## src/rtl/amdc_spi_adc_emulator_if.sv

```systemverilog
// SPI-side bus of the ADC emulator: conversion strobe and serial clock in, two MISO lanes out.
interface amdc_spi_adc_emulator_if;
   logic cnv;
   logic sclk;
   logic miso_x;
   logic miso_y;

   modport master (output cnv, sclk, input miso_x, miso_y);
   modport slave  (input cnv, sclk, output miso_x, miso_y);
endinterface

```

## src/rtl/amdc_spi_adc_emulator.sv

```systemverilog
// Emulates a dual-lane 18-bit SPI ADC: cnv frames a conversion, then 18 sclk falls shift out X/Y MSB first.
// Optional test-pattern ramp source is enabled with `define AMDC_ADC_EMU_PATTERN_EN.
module amdc_spi_adc_emulator #(
   parameter logic [7:0] MIN_CNV_CYCLES = 8'd60
) (
   input  logic                          clk,
   input  logic                          rst,
   amdc_spi_adc_emulator_if.slave        spi,
   input  logic [17:0]                   data_x,
   input  logic [17:0]                   data_y,
   input  logic                          pattern_sel,
   input  logic                          clr_status,
   output logic                          busy,
   output logic                          frame_done,
   output logic [2:0]                    status
);

   typedef enum logic [1:0] {IDLE, CONV, SHIFT} state_t;

   state_t      state;
   logic [2:0]  cnv_sync, sclk_sync;
   logic [17:0] sr_x, sr_y;
   logic [17:0] load_x, load_y;
   logic [7:0]  cnv_cnt;
   logic [4:0]  bit_cnt;
   logic        miso_x_q, miso_y_q;
   logic [2:0]  st_set;
   logic        cnv_rise, cnv_fall, sclk_fall;

   // Stage [1] is the second synchronizer flop, stage [2] the edge-detect copy.
   assign cnv_rise  =  cnv_sync[1] & ~cnv_sync[2];
   assign cnv_fall  = ~cnv_sync[1] &  cnv_sync[2];
   assign sclk_fall = ~sclk_sync[1] & sclk_sync[2];

   assign busy       = (state != IDLE);
   assign spi.miso_x = miso_x_q;
   assign spi.miso_y = miso_y_q;

`ifdef AMDC_ADC_EMU_PATTERN_EN
   logic [17:0] ramp;

   assign load_x = pattern_sel ? ramp  : data_x;
   assign load_y = pattern_sel ? ~ramp : data_y;

   always_ff @(posedge clk) begin
      if (rst)
         ramp <= '0;
      else if ((state == IDLE || state == SHIFT) && cnv_rise)
         ramp <= ramp + 18'd1;
   end
`else
   logic unused_pattern_sel;

   assign unused_pattern_sel = pattern_sel;
   assign load_x = data_x;
   assign load_y = data_y;
`endif

   always_comb begin
      st_set    = '0;
      st_set[0] = (state == CONV) && cnv_fall && (cnv_cnt < MIN_CNV_CYCLES);
      st_set[1] = (state != SHIFT) && sclk_fall;
      st_set[2] = (state == SHIFT) && cnv_rise;
   end

   always_ff @(posedge clk) begin
      if (rst) begin
         cnv_sync  <= '0;
         sclk_sync <= '0;
         status    <= '0;
      end else begin
         cnv_sync  <= {cnv_sync[1:0], spi.cnv};
         sclk_sync <= {sclk_sync[1:0], spi.sclk};
         // A flag raised in the same cycle as a clear survives.
         status    <= (clr_status ? 3'b000 : status) | st_set;
      end
   end

   always_ff @(posedge clk) begin
      if (rst) begin
         state      <= IDLE;
         sr_x       <= '0;
         sr_y       <= '0;
         cnv_cnt    <= '0;
         bit_cnt    <= '0;
         miso_x_q   <= 1'b0;
         miso_y_q   <= 1'b0;
         frame_done <= 1'b0;
      end else begin
         frame_done <= 1'b0;
         case (state)
            IDLE: begin
               miso_x_q <= 1'b0;
               miso_y_q <= 1'b0;
               if (cnv_rise) begin
                  sr_x    <= load_x;
                  sr_y    <= load_y;
                  cnv_cnt <= '0;
                  state   <= CONV;
               end
            end
            CONV: begin
               if (cnv_cnt != 8'd255)
                  cnv_cnt <= cnv_cnt + 8'd1;
               if (cnv_fall) begin
                  miso_x_q <= sr_x[17];
                  miso_y_q <= sr_y[17];
                  bit_cnt  <= '0;
                  state    <= SHIFT;
               end
            end
            SHIFT: begin
               if (cnv_rise) begin
                  // Abort: restart the conversion with fresh data, no frame_done.
                  sr_x     <= load_x;
                  sr_y     <= load_y;
                  cnv_cnt  <= '0;
                  miso_x_q <= 1'b0;
                  miso_y_q <= 1'b0;
                  state    <= CONV;
               end else if (sclk_fall) begin
                  sr_x    <= {sr_x[16:0], 1'b0};
                  sr_y    <= {sr_y[16:0], 1'b0};
                  bit_cnt <= bit_cnt + 5'd1;
                  if (bit_cnt == 5'd17) begin
                     frame_done <= 1'b1;
                     miso_x_q   <= 1'b0;
                     miso_y_q   <= 1'b0;
                     state      <= IDLE;
                  end else begin
                     miso_x_q <= sr_x[16];
                     miso_y_q <= sr_y[16];
                  end
               end
            end
            default: state <= IDLE;
         endcase
      end
   end

endmodule

```

## src/flat_wrapper.sv

```systemverilog
// flat-port wrapper written by rule: the top's interface ports become plain ports
module amdc_spi_adc_emulator_flat 
#(
   parameter logic [7:0] MIN_CNV_CYCLES = 8'd60
)
  (clk, rst, data_x, data_y, pattern_sel, clr_status, busy, frame_done, status, spi_cnv, spi_sclk, spi_miso_x, spi_miso_y);
  amdc_spi_adc_emulator_if spi_i ();
  input  logic clk;
  input  logic rst;
  input  logic [17:0] data_x;
  input  logic [17:0] data_y;
  input  logic pattern_sel;
  input  logic clr_status;
  output logic busy;
  output logic frame_done;
  output logic [2:0] status;
  input wire logic [$bits(spi_i.cnv)-1:0] spi_cnv;
  input wire logic [$bits(spi_i.sclk)-1:0] spi_sclk;
  output wire logic [$bits(spi_i.miso_x)-1:0] spi_miso_x;
  output wire logic [$bits(spi_i.miso_y)-1:0] spi_miso_y;
  assign spi_i.cnv = spi_cnv;
  assign spi_i.sclk = spi_sclk;
  assign spi_miso_x = spi_i.miso_x;
  assign spi_miso_y = spi_i.miso_y;
  amdc_spi_adc_emulator #(.MIN_CNV_CYCLES(MIN_CNV_CYCLES)) u_core (.clk(clk), .rst(rst), .spi(spi_i), .data_x(data_x), .data_y(data_y), .pattern_sel(pattern_sel), .clr_status(clr_status), .busy(busy), .frame_done(frame_done), .status(status));
endmodule
```

## config.mk

```make
export PLATFORM = sky130hd
export DESIGN_NAME = amdc_spi_adc_emulator_flat
export DESIGN_NICKNAME = d
export VERILOG_FILES = /design/src/rtl/amdc_spi_adc_emulator_if.sv /design/src/rtl/amdc_spi_adc_emulator.sv /design/src/flat_wrapper.sv
export SDC_FILE = /design/constraint.sdc
export NUM_CORES = 1
export LEC_CHECK = 0
export CELL_PAD_IN_SITES_DETAIL_PLACEMENT = 1
export CELL_PAD_IN_SITES_GLOBAL_PLACEMENT = 2
export CORE_MARGIN = 2
export CORE_UTILIZATION = 31
export DETAILED_ROUTE_END_ITERATION = 16
export PLACE_DENSITY = 0.76
export SKIP_LAST_GASP = 1
export SLEW_MARGIN = 25
export SYNTH_ARGS = -nofsm -noshare
export SYNTH_HDL_FRONTEND = slang
export SYNTH_SLANG_ARGS = --single-unit
```

## constraint.sdc

```tcl
create_clock -name clk -period 2.15 [get_ports clk]
set_clock_uncertainty 0.05 [all_clocks]
set_input_delay 0.43 -clock clk [delete_from_list [all_inputs] [get_ports clk]]
set_output_delay 0.43 -clock clk [all_outputs]
set_load 0.02 [all_outputs]
```

; Word level (Yosys, flattened, before mapping)
; Index checks and enable logic that the tools add are counted.
[totals]
reg_bits = 63
latchBits = 0
ramBits = 0
romBits = 0
input_bits = 42
word_cells = 86
memories = 0
[op_classes]
add_sub_neg = 2
multipliers = 0
n_div = 0
n_lt_le_gt_ge = 1
eq_ne = 13
shifts = 0
mux = 33
bitwise_logic = 9
reduce_logical = 17
[ops]
columns = operator, count
row1 = $mux W18, 6
row2 = $pmux W18 S2, 2
row3 = $mux W8, 2
row4 = $pmux W8 S2, 1
row5 = $mux W5, 3
row6 = $mux W2, 5
row7 = $pmux W5 S2, 1
row8 = $mux W1, 9
row9 = $reduce_and A3 Y1, 3
row10 = $add A8 B1 Y8 const B, 1
row11 = $lt A8 B6 Y1 const B, 1
row12 = $ne A2 B1 Y1 const B, 4
row13 = $ne A8 B8 Y1 const B, 1
row14 = $reduce_and A4 Y1, 2
row15 = $reduce_bool A2 Y1, 4
row16 = $ne A2 B2 Y1 const B, 3
row17 = $pmux W1 S3, 2
row18 = $pmux W2 S3, 1
row19 = $add A5 B1 Y5 const B, 1
row20 = $eq A5 B5 Y1 const B, 1
row21 = $not A1 Y1, 5
row22 = $logic_and A1 B1 Y1, 4
row23 = $reduce_or A4 Y1, 1
row24 = $and A1 B1 Y1, 3
row25 = other kinds (9), 9

; Depth between registers and ports, before layout
; Gate-level depths: netlist (run 1).
[logic_depth]
depth_word = 5
ltp_mapped = 10
mapped_depth_nobuf = 6

; Worst setup path after synthesis (run 1)
; No wires, ideal clock.
[synth_path]
kind = register to register
start = reg u_core.state[0]
end = reg u_core.sr_x[10]
arrival_ns = 1.713
required_time_ns = 2.009
setup_slack_ns = 0.296
path_stages_with_launch = 10
n_path_buf = 4
synth_period_minus_slack_ns = 1.854
cell_sequence = dfxtp_1 inv_1 ha_1 buf_6 or2_1 buf_2 o21a_1 buf_6 buf_2 a311oi_1
[synth_via]
elab_chain_cells = 3
[synth_lines]
columns = item, line
row1 = "start, declared", amdc_spi_adc_emulator.sv:20  ; state_t state;
row2 = "start signal, assigned", amdc_spi_adc_emulator.sv:81  ; state <= IDLE;
row3 = "start signal, assigned", amdc_spi_adc_emulator.sv:99  ; state <= CONV;
row4 = "start signal, assigned", amdc_spi_adc_emulator.sv:109  ; state <= SHIFT;
row5 = $eq A2 B2 Y1 / $logic_not A2 Y1 (equally long branches), amdc_spi_adc_emulator.sv:91  ; case (state)
row6 = $ne A3 B1 Y1 (no source line) (tied with other cells), --
row7 = $reduce_and A3 Y1 (no source line), --
row8 = "end signal, assigned", amdc_spi_adc_emulator.sv:96  ; sr_x <= load_x;
row9 = "end signal, assigned", amdc_spi_adc_emulator.sv:115  ; sr_x <= load_x;
row10 = "end signal, assigned", amdc_spi_adc_emulator.sv:122  ; sr_x <= {sr_x[16:0], 1'b0};
row11 = "end, declared", amdc_spi_adc_emulator.sv:22  ; logic [17:0] sr_x, sr_y;
; Several ways; a longest one is shown, not always the timed one.
; A chain may end at the register's enable or synchronous reset.

; Final worst setup path (run 1)
[layout_path]
start = reg u_core.state[1]
end = reg u_core.sr_y[4]
[layout_via]
elab_chain_cells = 3
[layout_lines]
columns = item, line
row1 = $eq A2 B2 Y1 / $logic_not A2 Y1 (equally long branches), amdc_spi_adc_emulator.sv:91
row2 = $ne A3 B1 Y1 (no source line) (tied with other cells), --
row3 = $reduce_and A3 Y1 (no source line), --
row4 = "end signal, assigned", amdc_spi_adc_emulator.sv:97  ; sr_y <= load_y;
row5 = "end signal, assigned", amdc_spi_adc_emulator.sv:116  ; sr_y <= load_y;
row6 = "end signal, assigned", amdc_spi_adc_emulator.sv:123  ; sr_y <= {sr_y[16:0], 1'b0};
row7 = "end, declared", amdc_spi_adc_emulator.sv:22
; Several ways; a longest one is shown, not always the timed one.

==> impl_results.md, run 1 <==
- Worst EP arrival: 2.22 ns
- Fmax: 0.493 GHz
- DR iter-0 viols: 101
- First-pass GRT wire length: 13400 um
- Vias in the first global route: 2740
- Unique masters post-synth: 48
- Share of the synthesized area in the top cell type: 41.9%
- Crit path cell chain: inv_1 -> ha_1 -> nor3b_1 -> o21a_2 -> buf_12 -> nor2_1 -> a311oi_1
- Reg2reg path depth: 7
- Synthesized cell area: 3010 sq um
- WHS: 0.400 ns
- Reg2reg start: u_core.state[1]$_SDFFE_PP0P_
- CP Launch Type: flip-flop
- Initial Util: 32.3%
- Area added between synthesis and finish: 25.7%
- Placer Congestion: 0.773
- Final worst-path cycle share: 94.4%
- Syn Nets: 415
- CP top delay family: compound AO/OA/AOI/OAI gates
- Post-synthesis sequential area ratio: 41.9%
- Hold Path Depth: 1
- Worst Hold Class: reg -> reg
- Vias per cell: 5.31
- Power Dens Cells: 641 nW/um^2
- Hold path endpoint: u_core.cnv_sync[1]$_SDFF_PP0_
- Hold Fails Final Rpt: 0
- CP Max Fanout: 44
- GR Overflow Total: 0
- Min-Delay Startpoint: u_core.cnv_sync[0]$_SDFF_PP0_
- Most instantiated cells after synthesis: 63 x dfxtp_1, 43 x nor2_1, 42 x nand2_1
- Util after Layout: 40.6%
- Min Tclk post-route: 2.03 ns
- DIE AREA: 10500 sq um
- Reg-to-Reg End: u_core.sr_y[4]$_SDFFE_PP0P_
- Pre-CTS setup slack: 0.0588 ns
- Routed via count: 2866
- Initial antenna violation count: 0
- Slowest CP cell: dfxtp_2
- Post-synth top flop: dfxtp_1
- Clock tree buffer depth: 2
- Pwr Total: 0.00243 W
- H-tree levels: 3
- WL per Instance: 15.1 um
- Worst skew pair latency: 0.34 ns
- Worst-margin pin slew: 0.504 ns
- Synth area leaders: dfxtp_1 42%, a311oi_1 9.9%, nand3_1 6.8%
- CTS sink cnt: 63
- Required @ worst endpoint: 2.34 ns
- PnR worst setup slack: 0.121 ns
- MaxCap Viol Count: 0
- Slowest stage delay, CP: 0.40 ns
- Pins Over Slew Limit: 0
- Share of layout cells above drive strength 1: 9.00%
- Chip height: 103 um
- Top-count cell post-synth: dfxtp_1
- Post-Route Setup TNS: 0 ns
- Final Setup Violations: 0
- Outcome: finished, final reports clean
- Total CTS buffers: 9
- First-pass DRT Iterations: 4
- WL final: 8160 um
- Syn Area/Cell: 8.25 sq um
- Residual DRC: 0
- Post-CTS Setup Bufs: 0
- Number of port buffers: 47
- # nets final: 458
- Maximum VDD drop: 0.220 mV
- Crit. End Element: flip-flop
- Reg2reg setup slack: 0.12 ns
- Root Driver: clkbuf_8
- CTS tree: done
- Kind of critical path: reg -> reg
- Gr usage total: 16.4%
- FILL cells: 1135
- Largest net degree at the start of global routing: 45
- Post-route ant nets: 0
- Core ar.: 9330 sq um
- Die W: 103 um
- Row cnt: 35
- Post-synth top area cell: dfxtp_1
- Buf+Inv Stages, Crit Path: 2
- Synth Instances: 365
- Post-synthesis register bit count: 63
- # IOs: 49
- Post-synth EDFFs: 0
- Lkg Pwr: 1.34 nW
- RSZ-0062 raised after global routing: no
- Slew HR: 66.1%
- Inserted Diodes: 0
- Asr flop ratio synth: 0%
- Synth Warn #: 0
- Clock transition at the registers of the reported paths: 0.06 ns
- DP Wirelength: 5620 um
state kept, by name (all words and copies together) (netlist names):
| register | count |
|---|---|
| u_core.sclk_sync | 3 |
| u_core.spi.miso_y | 1 |
| u_core.spi.miso_x | 1 |
| u_core.cnv_cnt | 8 |
| u_core.sr_y | 18 |
| u_core.cnv_sync | 3 |
| u_core.frame_done | 1 |
| u_core.state | 2 |
| u_core.bit_cnt | 5 |
| u_core.sr_x | 18 |
| u_core.status | 3 |
power by group:
part	internal (W)	switching [W]	total [W]	leakage, nW
registers	0.00122	0.0000257	0.00124	0.513
logic	0.000141	0.000142	0.000283	0.744
clock network	0.000468	0.000435	0.000903	0.0854
total	0.00182	0.000602	0.00243	1.34
cell type report:
class / count / area, sq um / area share (%)
repair buffers: 61 / 598 / 15.8
flip-flops and latches: 63 / 1260 / 33.4
inverters: 14 / 52.6 / 1.39
multi-input cells: 259 / 1550 / 40.9
well taps: 129 / 161 / 4.26
clock inverters: 1 / 5.00 / 0.132
clock buffers: 13 / 159 / 4.20
timing repair:
action	in CTS	in global routing
setup endpoints to repair	1	4
gates cloned	0	0
hold buffers	0	0
resized for setup	2	2
cell families after synthesis:
kind of cell    after synthesis  synth area share [%]
compound gates               81                  20.3
mux                           1                 0.332
buf+inv                      43                  6.94
simple gates                169                  27.3
fa+ha+maj                     8                  3.32
flops                        63                  41.9
metrics by stage:
step	instances	instance area, sq um
after floorplan	365	3010
after global placement	526	3610
after detailed placement	526	3610
after CTS	540	3780
after global routing	540	3780
final	540	3780
how the worst max path moves through the flow:
stage	from	endpoint	cells past startpoint
final	u_core.state[1]$_SDFFE_PP0P_	u_core.sr_y[4]$_SDFFE_PP0P_	7
after floorplan	u_core.state[0]$_SDFFE_PP0P_	u_core.sr_x[10]$_SDFFE_PP0P_	9
after CTS	u_core.state[1]$_SDFFE_PP0P_	u_core.sr_y[4]$_SDFFE_PP0P_	7
after detailed placement	u_core.state[1]$_SDFFE_PP0P_	u_core.sr_y[4]$_SDFFE_PP0P_	7
after global routing	u_core.state[1]$_SDFFE_PP0P_	u_core.sr_y[8]$_SDFFE_PP0P_	7
after global placement	u_core.state[1]$_SDFFE_PP0P_	u_core.sr_x[4]$_SDFFE_PP0P_	7
layer usage:
layer,part of all wire [%],up-vias,global-route usage (%)
met5,0,-,0
met4,1.2,0,5.85
met3,3.5,10,3.73
met2,47,48,26.8
met1,48,1394,21.2
li1,-,1414,-
cell usage in the layout, fill, tap and decap left out, types with 3 or more instances in the layout:
cell	Yosys	final
clkbuf_8	0	11
nand4_1	6	6
clkdlybuf4s50_1	0	45
dfxtp_1	63	62
and3_1	3	3
inv_1	14	14
ha_1	8	8
nand2b_1	6	6
o21ai_0	3	3
a21oi_1	19	19
o211ai_1	3	3
nand3_1	41	41
nor2b_1	8	8
or3_1	4	4
or4_1	3	3
nor2_1	43	43
nand2_1	42	42
o31ai_1	5	5
a31oi_1	3	3
buf_4	4	11
a311oi_1	34	34
Note: power is estimated with default switching activity, not from simulation.
==> run 2, diff against run 1 <==
--- a/config.mk
+++ b/config.mk
@@ -5,6 +5,7 @@
 export SDC_FILE = /design/constraint.sdc
 export NUM_CORES = 1
 export LEC_CHECK = 0
+export CAP_MARGIN = 20
 export CELL_PAD_IN_SITES_DETAIL_PLACEMENT = 1
 export CELL_PAD_IN_SITES_GLOBAL_PLACEMENT = 2
 export CORE_MARGIN = 2
==> constraint.sdc (replaced) <==
create_clock -name clk -period 2 [get_ports clk]
set_clock_uncertainty 0.05 [all_clocks]
set_input_delay 0.4 -clock clk [delete_from_list [all_inputs] [get_ports clk]]
set_output_delay 0.4 -clock clk [all_outputs]
set_load 0.02 [all_outputs]
==> impl_results.md, run 2 (synthesized netlist as in run 1, its figures left out) <==
- Outcome: finished, final reports clean
- Vias in the first global route: 2761 (+0.77%)
- Residual DRC: 0 (unchanged)
- Initial Util: 32.3% (unchanged)
- CP Max Fanout: 26 (-41%)
- Core ar.: 9330 sq um (unchanged)
- DR iter-0 viols: 118 (+17%)
- DP Wirelength: 5740 um (+2.2%)
- Worst skew pair latency: 0.33 ns (about the same)
- Root Driver: clkbuf_8
- Finished Cell Area: 3900 sq um (+3.0%)
- # IOs: 49 (unchanged)
- CTS tree: done
- Non-filler cells, final: 549 (+1.7%)
- H-tree levels: 3 (unchanged)
- # nets final: 466 (+1.7%)
- Min-Delay Startpoint: u_core.sclk_sync[0]$_SDFF_PP0_
- DP Cell Count: 532 (+1.1%)
- Lkg Pwr: 1.40 nW (+4.3%)
- Vias per cell: 5.24 (-1.3%)
- Reg-to-Reg End: u_core.sr_x[6]$_SDFFE_PP0P_
- Die W: 103 um (unchanged)
- Most frequent cells in the layout: 62 x dfxtp_1, 45 x clkdlybuf4s50_1, 43 x nor2_1
- Reg2reg path depth: 7 (unchanged)
- WL final: 8390 um (+2.8%)
- Clock tree buffer depth: 2 (unchanged)
- Fmax: 0.532 GHz (+7.9%)
- Chip height: 103 um (unchanged)
- Worst-margin pin slew: 0.547 ns (+0.0428 ns)
- Worst EP arrival: 2.07 ns (-0.15 ns)
- CTS Hold Bufs: 0 (unchanged)
- Pre-CTS setup slack: -0.0161 ns (-0.0749 ns)
- Pwr Total: 0.00261 W (+7.7%)
- DIE AREA: 10500 sq um (unchanged)
- Power Dens Cells: 671 nW/um^2 (+4.6%)
- Hold Fails Final Rpt: 0 (unchanged)
- Slew HR: 63.2% (-2.9 points)
- PnR worst setup slack: 0.120 ns (-0.00103 ns)
- Util after Layout: 41.8% (+1.2 points)
- Clock transition at the registers of the reported paths: 0.07 ns (about the same)
- Maximum VDD drop: 0.284 mV (+29%)
- Reg2reg start: u_core.state[0]$_SDFFE_PP0P_
- Share of layout cells above drive strength 1: 11.9% (+2.9 points)
- CTS sink cnt: 63 (unchanged)
- First-pass DRT Iterations: 4 (unchanged)
- Largest regs: u_core.sr_x x18, u_core.sr_y x18, u_core.cnv_cnt x8
- Hold Path Depth: 1 (unchanged)
- Row cnt: 35 (unchanged)
- Final Setup Violations: 0 (unchanged)
- Pins Over Slew Limit: 0 (unchanged)
- Inserted Diodes: 0 (unchanged)
- GR Overflow Total: 0 (unchanged)
- RSZ-0062 raised after global routing: yes
- Initial antenna violation count: 0 (unchanged)
- Final worst-path cycle share: 94.0% (-0.37 points)
- Number of port buffers: 47 (unchanged)
- Kind of critical path: reg -> reg
- MaxCap Viol Count: 0 (unchanged)
- Placer Congestion: 0.785 (+1.5%)
- Placement Cell Area: 3670 sq um (+1.6%)
- Min Tclk post-route: 1.88 ns (-0.149 ns)
- Hold path endpoint: u_core.sclk_sync[1]$_SDFF_PP0_
- Total CTS buffers: 9 (unchanged)
- Post-route ant nets: 0 (unchanged)
- Gr usage total: 16.4% (about the same)
- Largest net degree at the start of global routing: 35 (-22%)
- Area added between synthesis and finish: 29.4%
- Reg2reg setup slack: 0.12 ns (about the same)
- Required @ worst endpoint: 2.19 ns (-0.15 ns)
- Most common cell after layout, fill and taps aside: dfxtp_1
- CP Launch Type: flip-flop
- WL per Instance: 15.3 um (+1.1%)
- Routed via count: 2875 (+0.31%)
- Worst Hold Class: reg -> reg
- First-pass GRT wire length: 13500 um (+0.71%)
- Crit. End Element: flip-flop
-- run 2: changes by cell type in the layout (fill, tap and decap cells not counted), sizes merged --
| cell | previous run | this run |
|---|---|---|
| buf | 15 | 22 |
| clkinv | 1 | 3 |
| clkbuf | 13 | 12 |
| clkinvlp | 0 | 1 |
-- run 2: critical path, cell delays in order, from the launching register on --
cell and delay (ns):
dfxtp_2 0.34, inv_1 0.12, ha_1 0.29, or2_4 0.20
o21a_2 0.27, buf_12 0.20, nor2_1 0.05, a311oi_1 0.25
-- run 2: how the worst max path moves through the flow --
stage	cells after the start	from	slack, ns	to
CTS	4	u_core.state[0]$_SDFFE_PP0P_	-0.001	busy
finish	7	u_core.state[0]$_SDFFE_PP0P_	0.12	u_core.sr_x[6]$_SDFFE_PP0P_
global placement	7	u_core.state[0]$_SDFFE_PP0P_	0.03	u_core.sr_y[9]$_SDFFE_PP0P_
global route	7	u_core.state[1]$_SDFFE_PP0P_	-0.06	u_core.sr_x[9]$_SDFFE_PP0P_
floorplan	9	u_core.state[0]$_SDFFE_PP0P_	0.15	u_core.sr_x[10]$_SDFFE_PP0P_
detailed placement	7	u_core.state[0]$_SDFFE_PP0P_	-0.02	u_core.sr_y[4]$_SDFFE_PP0P_
-- run 2: report_power, final --
part,internal [W],total (W),leakage (nW),switching (W)
clock network,0.000470,0.000959,0.0850,0.000489
registers,0.00131,0.00134,0.513,0.0000292
logic,0.000162,0.000319,0.803,0.000157
-- run 2: timing repair --
| item | 4_1_cts | 5_1_grt |
|---|---|---|
| gates resized for setup | 2 | 6 |
| setup buffers | 0 | 1 |
| endpoints found under the setup margin | 7 | 44 |
| gates cloned | 0 | 1 |
| pin swaps | 0 | 2 |
-- run 2: area by class of cell --
type,count,area [sq um]
Timing Repair Buffer,69,684
Tap cell,129,161
Inverter,14,52.6
Clock buffer,11,141
Sequential cell,63,1260
Multi-Input combinational cell,259,1570
Fill cell,1101,5430
Clock inverter,4,22.5
-- run 2: metal layers --
metal	routed length, um	vias up	global-route usage, %
met5	0	-	0
met4	105	0	5.85
met3	235	8	3.32
met2	3780	45	25.3
met1	4270	1391	22.7
li1	-	1431	-
-- run 2: stage by stage --
stage                     hold slack, ns  TNS (ns)
final                              0.392         0
after global routing               0.414    -0.195
after CTS                          0.396  -0.00112
after detailed placement           0.379   -0.0161
after global placement             0.373         0
after floorplan                    0.364         0
